**src/rtl/fifo_wr_arbiter.sv**
```systemverilog
// -----------------------------------------------------------------------------
// fifo_wr_arbiter
//
// Round-robin arbiter that shares a single synchronous FIFO write port among
// N_REQ valid/ready requesters. One requester owns the port at a time, for at
// most MAX_BURST accepted beats, and ownership then rotates past it. The FIFO
// full flag gates every write, so no write is ever issued while full.
//
// Handshake: a beat moves from requester i to the FIFO in a cycle where
// req_valid[i] and req_ready[i] are both high. Valid may drop at any time, but
// dropping it while owning the port gives up the grant. Data need only be
// stable in the cycle its ready is high.
//
// Ports:
//   clk            system clock, rising edge
//   reset_n        asynchronous, active-low reset
//   req_valid      per-requester data valid
//   req_data       packed data, requester i at [i*DATA_W +: DATA_W]
//   req_ready      per-requester accept, zero or one-hot
//   fifo_full      FIFO full flag
//   fifo_write_en  FIFO write enable (combinational from the transfer)
//   fifo_data_in   FIFO write data (owner's slice while owning, else 0)
//   grant_active   high while a requester owns the port (state OWN)
//   grant_id       index of the current or last owner
// -----------------------------------------------------------------------------
module fifo_wr_arbiter #(
    parameter  int N_REQ     = 4,
    parameter  int DATA_W    = 8,
    parameter  int MAX_BURST = 4,
    localparam int ID_W      = $clog2(N_REQ)
) (
    input  logic                    clk,
    input  logic                    reset_n,
    input  logic [N_REQ-1:0]        req_valid,
    input  logic [N_REQ*DATA_W-1:0] req_data,
    output logic [N_REQ-1:0]        req_ready,
    input  logic                    fifo_full,
    output logic                    fifo_write_en,
    output logic [DATA_W-1:0]       fifo_data_in,
    output logic                    grant_active,
    output logic [ID_W-1:0]         grant_id
);

    localparam int BEAT_W = $clog2(MAX_BURST) + 1;
    localparam logic [BEAT_W-1:0] LAST_BEAT = BEAT_W'(MAX_BURST - 1);

    // Elaboration-time guard on parameter ranges.
    generate
        if (N_REQ < 2 || N_REQ > 8 || (N_REQ & (N_REQ - 1)) != 0) begin : g_bad_nreq
            $error("fifo_wr_arbiter: N_REQ must be a power of two in 2..8");
        end
        if (MAX_BURST < 1 || MAX_BURST > 16) begin : g_bad_burst
            $error("fifo_wr_arbiter: MAX_BURST must be in 1..16");
        end
    endgenerate

    typedef enum logic {
        IDLE = 1'b0,
        OWN  = 1'b1
    } state_t;

    state_t              state, state_d;
    logic [ID_W-1:0]     rr_ptr, rr_ptr_d;
    logic [ID_W-1:0]     grant_id_d;
    logic [BEAT_W-1:0]   beat_cnt, beat_cnt_d;

    logic [ID_W-1:0]     pick;
    logic [ID_W-1:0]     cand;
    logic                owner_valid;
    logic [DATA_W-1:0]   owner_data;
    logic                own;
    logic                transfer;

    // -------------------------------------------------------------------------
    // Round-robin pick: first set req_valid bit at rr_ptr, rr_ptr+1, ...
    // Scanning offsets from high to low lets the lowest offset win. ID_W-bit
    // arithmetic wraps modulo N_REQ because N_REQ is a power of two.
    // -------------------------------------------------------------------------
    always_comb begin
        pick = rr_ptr;
        cand = rr_ptr;
        for (int k = N_REQ - 1; k >= 0; k--) begin
            cand = rr_ptr + ID_W'(k);
            if (req_valid[cand]) begin
                pick = cand;
            end
        end
    end

    // Owner's valid and data slice, selected by the registered grant_id.
    always_comb begin
        owner_data  = '0;
        owner_valid = req_valid[grant_id];
        for (int i = 0; i < N_REQ; i++) begin
            if (grant_id == ID_W'(i)) begin
                owner_data = req_data[i*DATA_W +: DATA_W];
            end
        end
    end

    assign own      = (state == OWN);
    assign transfer = own & owner_valid & ~fifo_full;

    // -------------------------------------------------------------------------
    // Outputs. Everything is decoded from registered state, so the
    // asynchronous reset clears write enable and ready immediately.
    // Ready is offered to the owner whenever the FIFO has room, independent of
    // its valid, so ready never depends combinationally on the same valid.
    // -------------------------------------------------------------------------
    always_comb begin
        req_ready = '0;
        if (own && !fifo_full) begin
            req_ready[grant_id] = 1'b1;
        end
    end

    assign fifo_write_en = transfer;
    assign fifo_data_in  = own ? owner_data : '0;
    assign grant_active  = own;

    // -------------------------------------------------------------------------
    // Next-state logic.
    // IDLE: register the pick; no transfer happens in this cycle, which is the
    //       one-cycle bubble between grants.
    // OWN : count accepted beats; a full-stall cycle neither transfers nor
    //       counts. Release on the last beat of a burst, or at once (without a
    //       transfer) when the owner drops valid.
    // -------------------------------------------------------------------------
    always_comb begin
        state_d    = state;
        rr_ptr_d   = rr_ptr;
        grant_id_d = grant_id;
        beat_cnt_d = beat_cnt;

        unique case (state)
            IDLE: begin
                if (|req_valid) begin
                    grant_id_d = pick;
                    beat_cnt_d = '0;
                    state_d    = OWN;
                end
            end

            OWN: begin
                if (!owner_valid) begin
                    rr_ptr_d   = grant_id + ID_W'(1);
                    beat_cnt_d = '0;
                    state_d    = IDLE;
                end else if (transfer) begin
                    if (beat_cnt == LAST_BEAT) begin
                        rr_ptr_d   = grant_id + ID_W'(1);
                        beat_cnt_d = '0;
                        state_d    = IDLE;
                    end else begin
                        beat_cnt_d = beat_cnt + BEAT_W'(1);
                    end
                end
            end

            default: begin
                state_d = IDLE;
            end
        endcase
    end

    // -------------------------------------------------------------------------
    // State registers.
    // -------------------------------------------------------------------------
    always_ff @(posedge clk or negedge reset_n) begin
        if (!reset_n) begin
            state    <= IDLE;
            rr_ptr   <= '0;
            grant_id <= '0;
            beat_cnt <= '0;
        end else begin
            state    <= state_d;
            rr_ptr   <= rr_ptr_d;
            grant_id <= grant_id_d;
            beat_cnt <= beat_cnt_d;
        end
    end

endmodule

```
**config.mk**
```make
export PLATFORM = sky130hd
export DESIGN_NAME = fifo_wr_arbiter
export DESIGN_NICKNAME = d
export VERILOG_FILES = /design/src/rtl/fifo_wr_arbiter.sv
export SDC_FILE = /design/constraint.sdc
export NUM_CORES = 1
export LEC_CHECK = 0
export ABC_AREA = 1
export CAP_MARGIN = 20
export CORE_MARGIN = 10
export CORE_UTILIZATION = 24
export DETAILED_ROUTE_END_ITERATION = 8
export SLEW_MARGIN = 0
export SYNTH_ARGS = -nofsm -noshare
export SYNTH_HDL_FRONTEND = slang
export SYNTH_SLANG_ARGS = --single-unit
export TNS_END_PERCENT = 20
```
**constraint.sdc**
```tcl
create_clock -name clk -period 1.6 [get_ports clk]
set_input_delay 0.32 -clock clk [delete_from_list [all_inputs] [get_ports clk]]
set_output_delay 0.32 -clock clk [all_outputs]
set_load 0.01 [all_outputs]
```
==> results.cfg, run 1 <==
[power]
powerDensity_nw_per_um2 = 1970
power.total_mw = 4.05
p_leak_nw = 0.945
ir_drop_v = 0.000904

[sta]
fin_crit_ns = 1.99
setup_viol = 18
slew_violations = 0
max_freq_mhz = 503
fin_ws_ns = -0.389
fin_crit_sh = 1.24
relSlewSlack = 0.756
worst_slew_pin_slew_ns = 0.365
grt_setup_unrepaired = true
finalClockSkew_ns = 0.00945
hold_viol = 0

[global_routing]
grt_pass1_vias = 1405
grt_antenna_before_repair = 0
grt_max_degree = 14
grt_overflow = 0
grt_pass1_wl_um = 6510
track_usage = 0.119

[yosys]
yosysUniqueCellTypes = 17
synth_edf_count = 0
yosysTopAreaCellShare = 0.216
ys_seq_area_frac = 0.216
avgSynthCellArea_um2 = 5.65
syn-num-nets = 208
yosysWarningCount = 0
yosys-top-cells-area = dfrtp_1 22%, nand2_1 15%, a21oi_1 13%
syn-cell-area_um2 = 926
synth-main-ff-cell = dfrtp_1
synth-async-reset-ratio = 1.00
ys_seq_elements = 8
postSynthCellCount = 164
synth_top_area_cell = dfrtp_1

[floorplan]
io_pins = 55
die_area_um2 = 6740
rows = 22
die_h_um = 82.1
core-area_um2 = 3690
die_w_um = 82.1
initial_utilization = 0.251

[run_status]
status = finished, violations left
violations = setup timing

[min_path]
hold_path_class = primary input to asynchronous set/reset pin

[critical_path]
cp.required_ns = 1.28
critPathCaptureType = primary output
reg2regPathDepth = 12
criticalPathCategory = flop to primary output
crit_fanout = 6
worst_ep_arrival_time_ns = 1.67
cp-start-kind = flop

[drt]
num_vias = 1380
drt_iter0_drc = 22
ant_nets = 0
drtPass1Iterations = 4
wirelength_um = 4010
drc = 0
viasPerCell = 4.62
wl_per_cell_um = 13.4

[place]
post-dp-hpwl_um = 3020
placed_area_um2 = 1770
place_ws_ns = -0.608
portBuffers = 54
post-place-cells = 285
place.gp.congestion = 0.785

[cells_and_area]
postLayoutCellArea_um2 = 2050
layout.cells.non_filler = 299
nets = 296
drive_above_1_share = 0.382
antenna_cells = 0
area_delta_synth_final_pct = 122

[run]
maxCapViolations = 0

[clock_tree]
clk_pin_slew_ns = 0.05
cts_sinks = 8
holdBufCountCts = 0
cts-htree-levels = 1
numCtsBuffers = 3
clock_latency_ns = 0.23
clockBufferDepth = 2
cts_tree = built
clockRootBuffer = clkbuf_8
==> power breakdown <==
group	leakage [nW]	internal, mW	switching, mW
clock network	0.0228	0.173	0.0861
registers	0.0943	0.299	0.111
logic	0.828	1.73	1.65
total	0.945	2.20	1.85
==> per-layer routing <==
metal / global-route usage / share of wire / up-vias
met1: 0.147 / 0.45 / 608
met2: 0.198 / 0.46 / 45
met3: 0.0313 / 0.079 / 4
li1: - / - / 723
met5: 0 / 0 / -
met4: 0.0306 / 0.0065 / 0
==> layout make-up <==
cell class / instances / area (um^2)
clock buffers: 4 / 45.0
fillers: 349 / 1640
inverters: 19 / 87.6
multi-input cells: 130 / 776
flip-flops and latches: 8 / 203
well taps: 48 / 60.1
repair buffers: 90 / 882
==> state kept, by name (all words and copies together) (netlist names) <==
signal	flops
beat_cnt	3
grant_id	2
rr_ptr	2
grant_active	1
==> kinds of logic after synthesis <==
kind of cell | synth area share
AO/OA/AOI/OAI | 0.308
adder cells (fa/ha/maj) | 0.0676
buffers and inverters | 0.108
flip-flops | 0.216
AND/OR/NAND/NOR | 0.300
==> synthesized netlist by cell type, types with 4 or more instances <==
library cell,n
a21oi_1,24
clkbuf_1,5
dfrtp_1,8
ha_1,5
inv_1,13
inv_2,4
nand2_1,38
nand3_1,9
nor2_1,19
o21ai_0,20
o21ai_1,10
==> stage by stage <==
| step | hold WS [ns] | util | setup TNS [ns] |
|---|---|---|---|
| after floorplan | 0.0244 | - | -0.0995 |
| after global placement | 0.513 | 0.479 | -8.15 |
| after detailed placement | 0.517 | 0.479 | -8.77 |
| after CTS | 0.380 | 0.535 | -3.95 |
| after global routing | 0.404 | 0.557 | -6.11 |
| final | 0.366 | 0.557 | -3.81 |
==> placed cells by master (no fill, tap or decap), types with 6 or more instances in the layout <==
cell             count
a21oi_1             18
a21oi_2              6
buf_2               11
buf_4               19
buf_6               13
clkdlybuf4s50_1     38
dfrtp_1              6
inv_1                8
nand2_1             35
nand3_1              6
nor2_1              14
o21ai_0              6
o21ai_1             16
o21ai_2              9
==> worst max-delay path, stage by stage, from the launching register on <==
cell and delay (ns):
dfrtp_2 0.42, inv_4 0.08, buf_12 0.10, ha_4 0.19, buf_6 0.13, a21oi_1 0.04, o21ai_2 0.13, o21ai_2 0.08
a21oi_2 0.12, buf_2 0.14
==> timing repair <==
action	in CTS	in global routing
pin swaps	8	13
resized for setup	96	27
setup buffers	6	2
cloned	2	0
endpoints found under the setup margin	18	21
==> final timing paths <==
check | endpoint | slack, ns | from
setup reg to reg | rr_ptr[1] | -0.10 | grant_id[0]
hold reg to reg | beat_cnt[2] | 0.52 | beat_cnt[2]
min in group clk | beat_cnt[2] | 0.52 | beat_cnt[2]
setup / recovery | fifo_data_in[2] | -0.39 | grant_id[1]
max in group asynchronous | grant_id[1] | 0.95 | reset_n
hold / removal | rr_ptr[1] | 0.37 | reset_n
(Power assumes the default switching activity.)
==> run 2: changes to the inputs <==
CTS_BUF_LIST = sky130_fd_sc_hd__clkbuf_4   (was default)
==> run 2 against run 1 <==
The flow still finishes with violations (setup timing). Clock skew increased by 0.0074 ns. Via count increased by 1.1%. Worst hold slack got worse by 0.042 ns. Combinational power decreased by 2%. Cell count decreased by 0.33%. Register-to-register slack improved by 0.11 ns. Flip-flop and latch count unchanged. Core utilization decreased by 1.2 points. Sequential share of layout area increased by 0.28 points.
==> results.cfg, run 2 (synthesis results as in run 1) <==
[floorplan]
initial_utilization = 0.251
rows = 22
die_w_um = 82.1
die_h_um = 82.1
io_pins = 55
die_area_um2 = 6740
core-area_um2 = 3690

[critical_path]
critPathCaptureType = primary output
crit_buf_inv = 4
worst_ep_arrival_time_ns = 1.72
cp_top_family = buffers and inverters
cp_slowest_stage_delay_ns = 0.43
cp-start-kind = flop
criticalPathCategory = flop to primary output
path_cells = inv_4 > buf_12 > ha_4 > buf_6 > a21oi_1 > o21ai_2 > o21ai_2 > a21oi_2 > buf_2
critPathMostFrequentCell = o21ai_2
crit_fanout = 6
cp.required_ns = 1.28
crit_slowest_cell = dfrtp_2

[drt]
num_vias = 1395
drc = 0
drt_iter0_drc = 23
wl_per_cell_um = 13.4
ant_nets = 0
wirelength_um = 3990
viasPerCell = 4.68
drtPass1Iterations = 4

[sta]
grt_setup_unrepaired = true
worst_slew_pin_slew_ns = 0.361
setup_viol = 13
max_freq_mhz = 490
fin_crit_ns = 2.04
finalSetupTns_ns = -3.90
hold_viol = 0
relSlewSlack = 0.758
slew_violations = 0
finalClockSkew_ns = 0.0169
fin_crit_sh = 1.28
fin_ws_ns = -0.441

[clock_tree]
numCtsBuffers = 3
cts-htree-levels = 1
clockRootBuffer = clkbuf_4
cts_tree = built
clock_latency_ns = 0.27
cts_sinks = 8
clk_pin_slew_ns = 0.07
clockBufferDepth = 2

[global_routing]
grt_antenna_before_repair = 0
grt_max_degree = 14
grt_pass1_vias = 1384
grt_pass1_wl_um = 6440
grt_overflow = 0
track_usage = 0.118

[place]
post-dp-hpwl_um = 3020
placed_area_um2 = 1770
portBuffers = 54
place_ws_ns = -0.608
place.gp.congestion = 0.785

[run_status]
violations = setup timing
status = finished, violations left

[min_path]
hold_path_class = primary input to asynchronous set/reset pin

[cells_and_area]
final_core_util = 0.544
antenna_cells = 0
nets = 295
reg.largest.list = beat_cnt: 3 flops, grant_id: 2 flops, rr_ptr: 2 flops
area_delta_synth_final_pct = 117
postLayoutCellArea_um2 = 2010
largest_register = beat_cnt
drive_above_1_share = 0.364
layout.cells.most_common = clkdlybuf4s50_1
mostFrequentLayoutCells = 38 x clkdlybuf4s50_1, 37 x nand2_1, 19 x a21oi_1, 19 x buf_4
largest_reg_flops = 3

[power]
ir_drop_v = 0.000815
p_leak_nw = 0.926
powerDensity_nw_per_um2 = 1950

[run]
maxCapViolations = 0
==> run 2: layout make-up <==
type,count,area (um^2)
Timing Repair Buffer,89,871
Clock buffer,4,30.0
Sequential cell,8,204
Fill cell,357,1680
Multi-Input combinational cell,130,757
Inverter,19,86.3
Tap cell,48,60.1
==> run 2: final timing paths <==
kind	end	cells after the start	slack [ns]	start
worst min register to register	beat_cnt[2]	2	0.52	beat_cnt[2]
worst max register to register	rr_ptr[1]	11	0.01	grant_id[0]
worst max-delay path	fifo_data_in[2]	9	-0.44	grant_id[1]
worst min-delay path	rr_ptr[1]	1	0.32	reset_n
max in group asynchronous	grant_id[1]	1	0.99	reset_n
min in group clk	beat_cnt[2]	2	0.52	beat_cnt[2]
==> run 2: report_power, final <==
part           leakage (nW)  internal (mW)  switching, mW  total, mW
Sequential           0.0932          0.301          0.111      0.412
Combinational         0.815           1.68           1.62       3.30
Clock                0.0184          0.113         0.0802      0.193
==> run 2: stage by stage <==
| stage | power (mW) | hold WS (ns) | instances |
|---|---|---|---|
| 6_report | 3.91 | 0.324 | 298 |
| 5_1_grt | 4.33 | 0.362 | 298 |
| 4_1_cts | 3.77 | 0.342 | 296 |
| 3_5_place_dp | 3.19 | 0.517 | 285 |
| 3_3_place_gp | 3.18 | 0.513 | 285 |
| 2_1_floorplan | 1.89 | 0.0244 | 164 |
==> run 2: metal layers <==
layer | vias to the layer above | track usage | share of wire
met5 | - | 0 | 0
met4 | 0 | 0.0306 | 0.0068
met3 | 4 | 0.0335 | 0.086
met2 | 54 | 0.194 | 0.46
met1 | 615 | 0.148 | 0.45
li1 | 722 | - | -
==> run 2: repair_timing <==
item	CTS	global route
gates cloned	2	0
pin swaps	8	12
buffers inserted	5	2
gates resized for setup	96	20
endpoints found under the setup margin	17	20
hold buffers	0	0
==> run 2: worst register-to-register path: stages (launching register included) <==
cell,delay [ns]
dfrtp_2,0.42
buf_6,0.13
buf_4,0.14
a21oi_1,0.11
o21ai_1,0.08
nand2_1,0.10
buf_4,0.12
clkinv_1,0.07
o21ai_2,0.08
nand2_2,0.09
nor2_1,0.10
a21oi_1,0.05
==> run 3: changes to the inputs <==
CAP_MARGIN = default   (was 20)
SLEW_MARGIN = 10   (was 0)
==> results of run 3 <==
Final layout, timing and power as in run 2 (identical DEF).
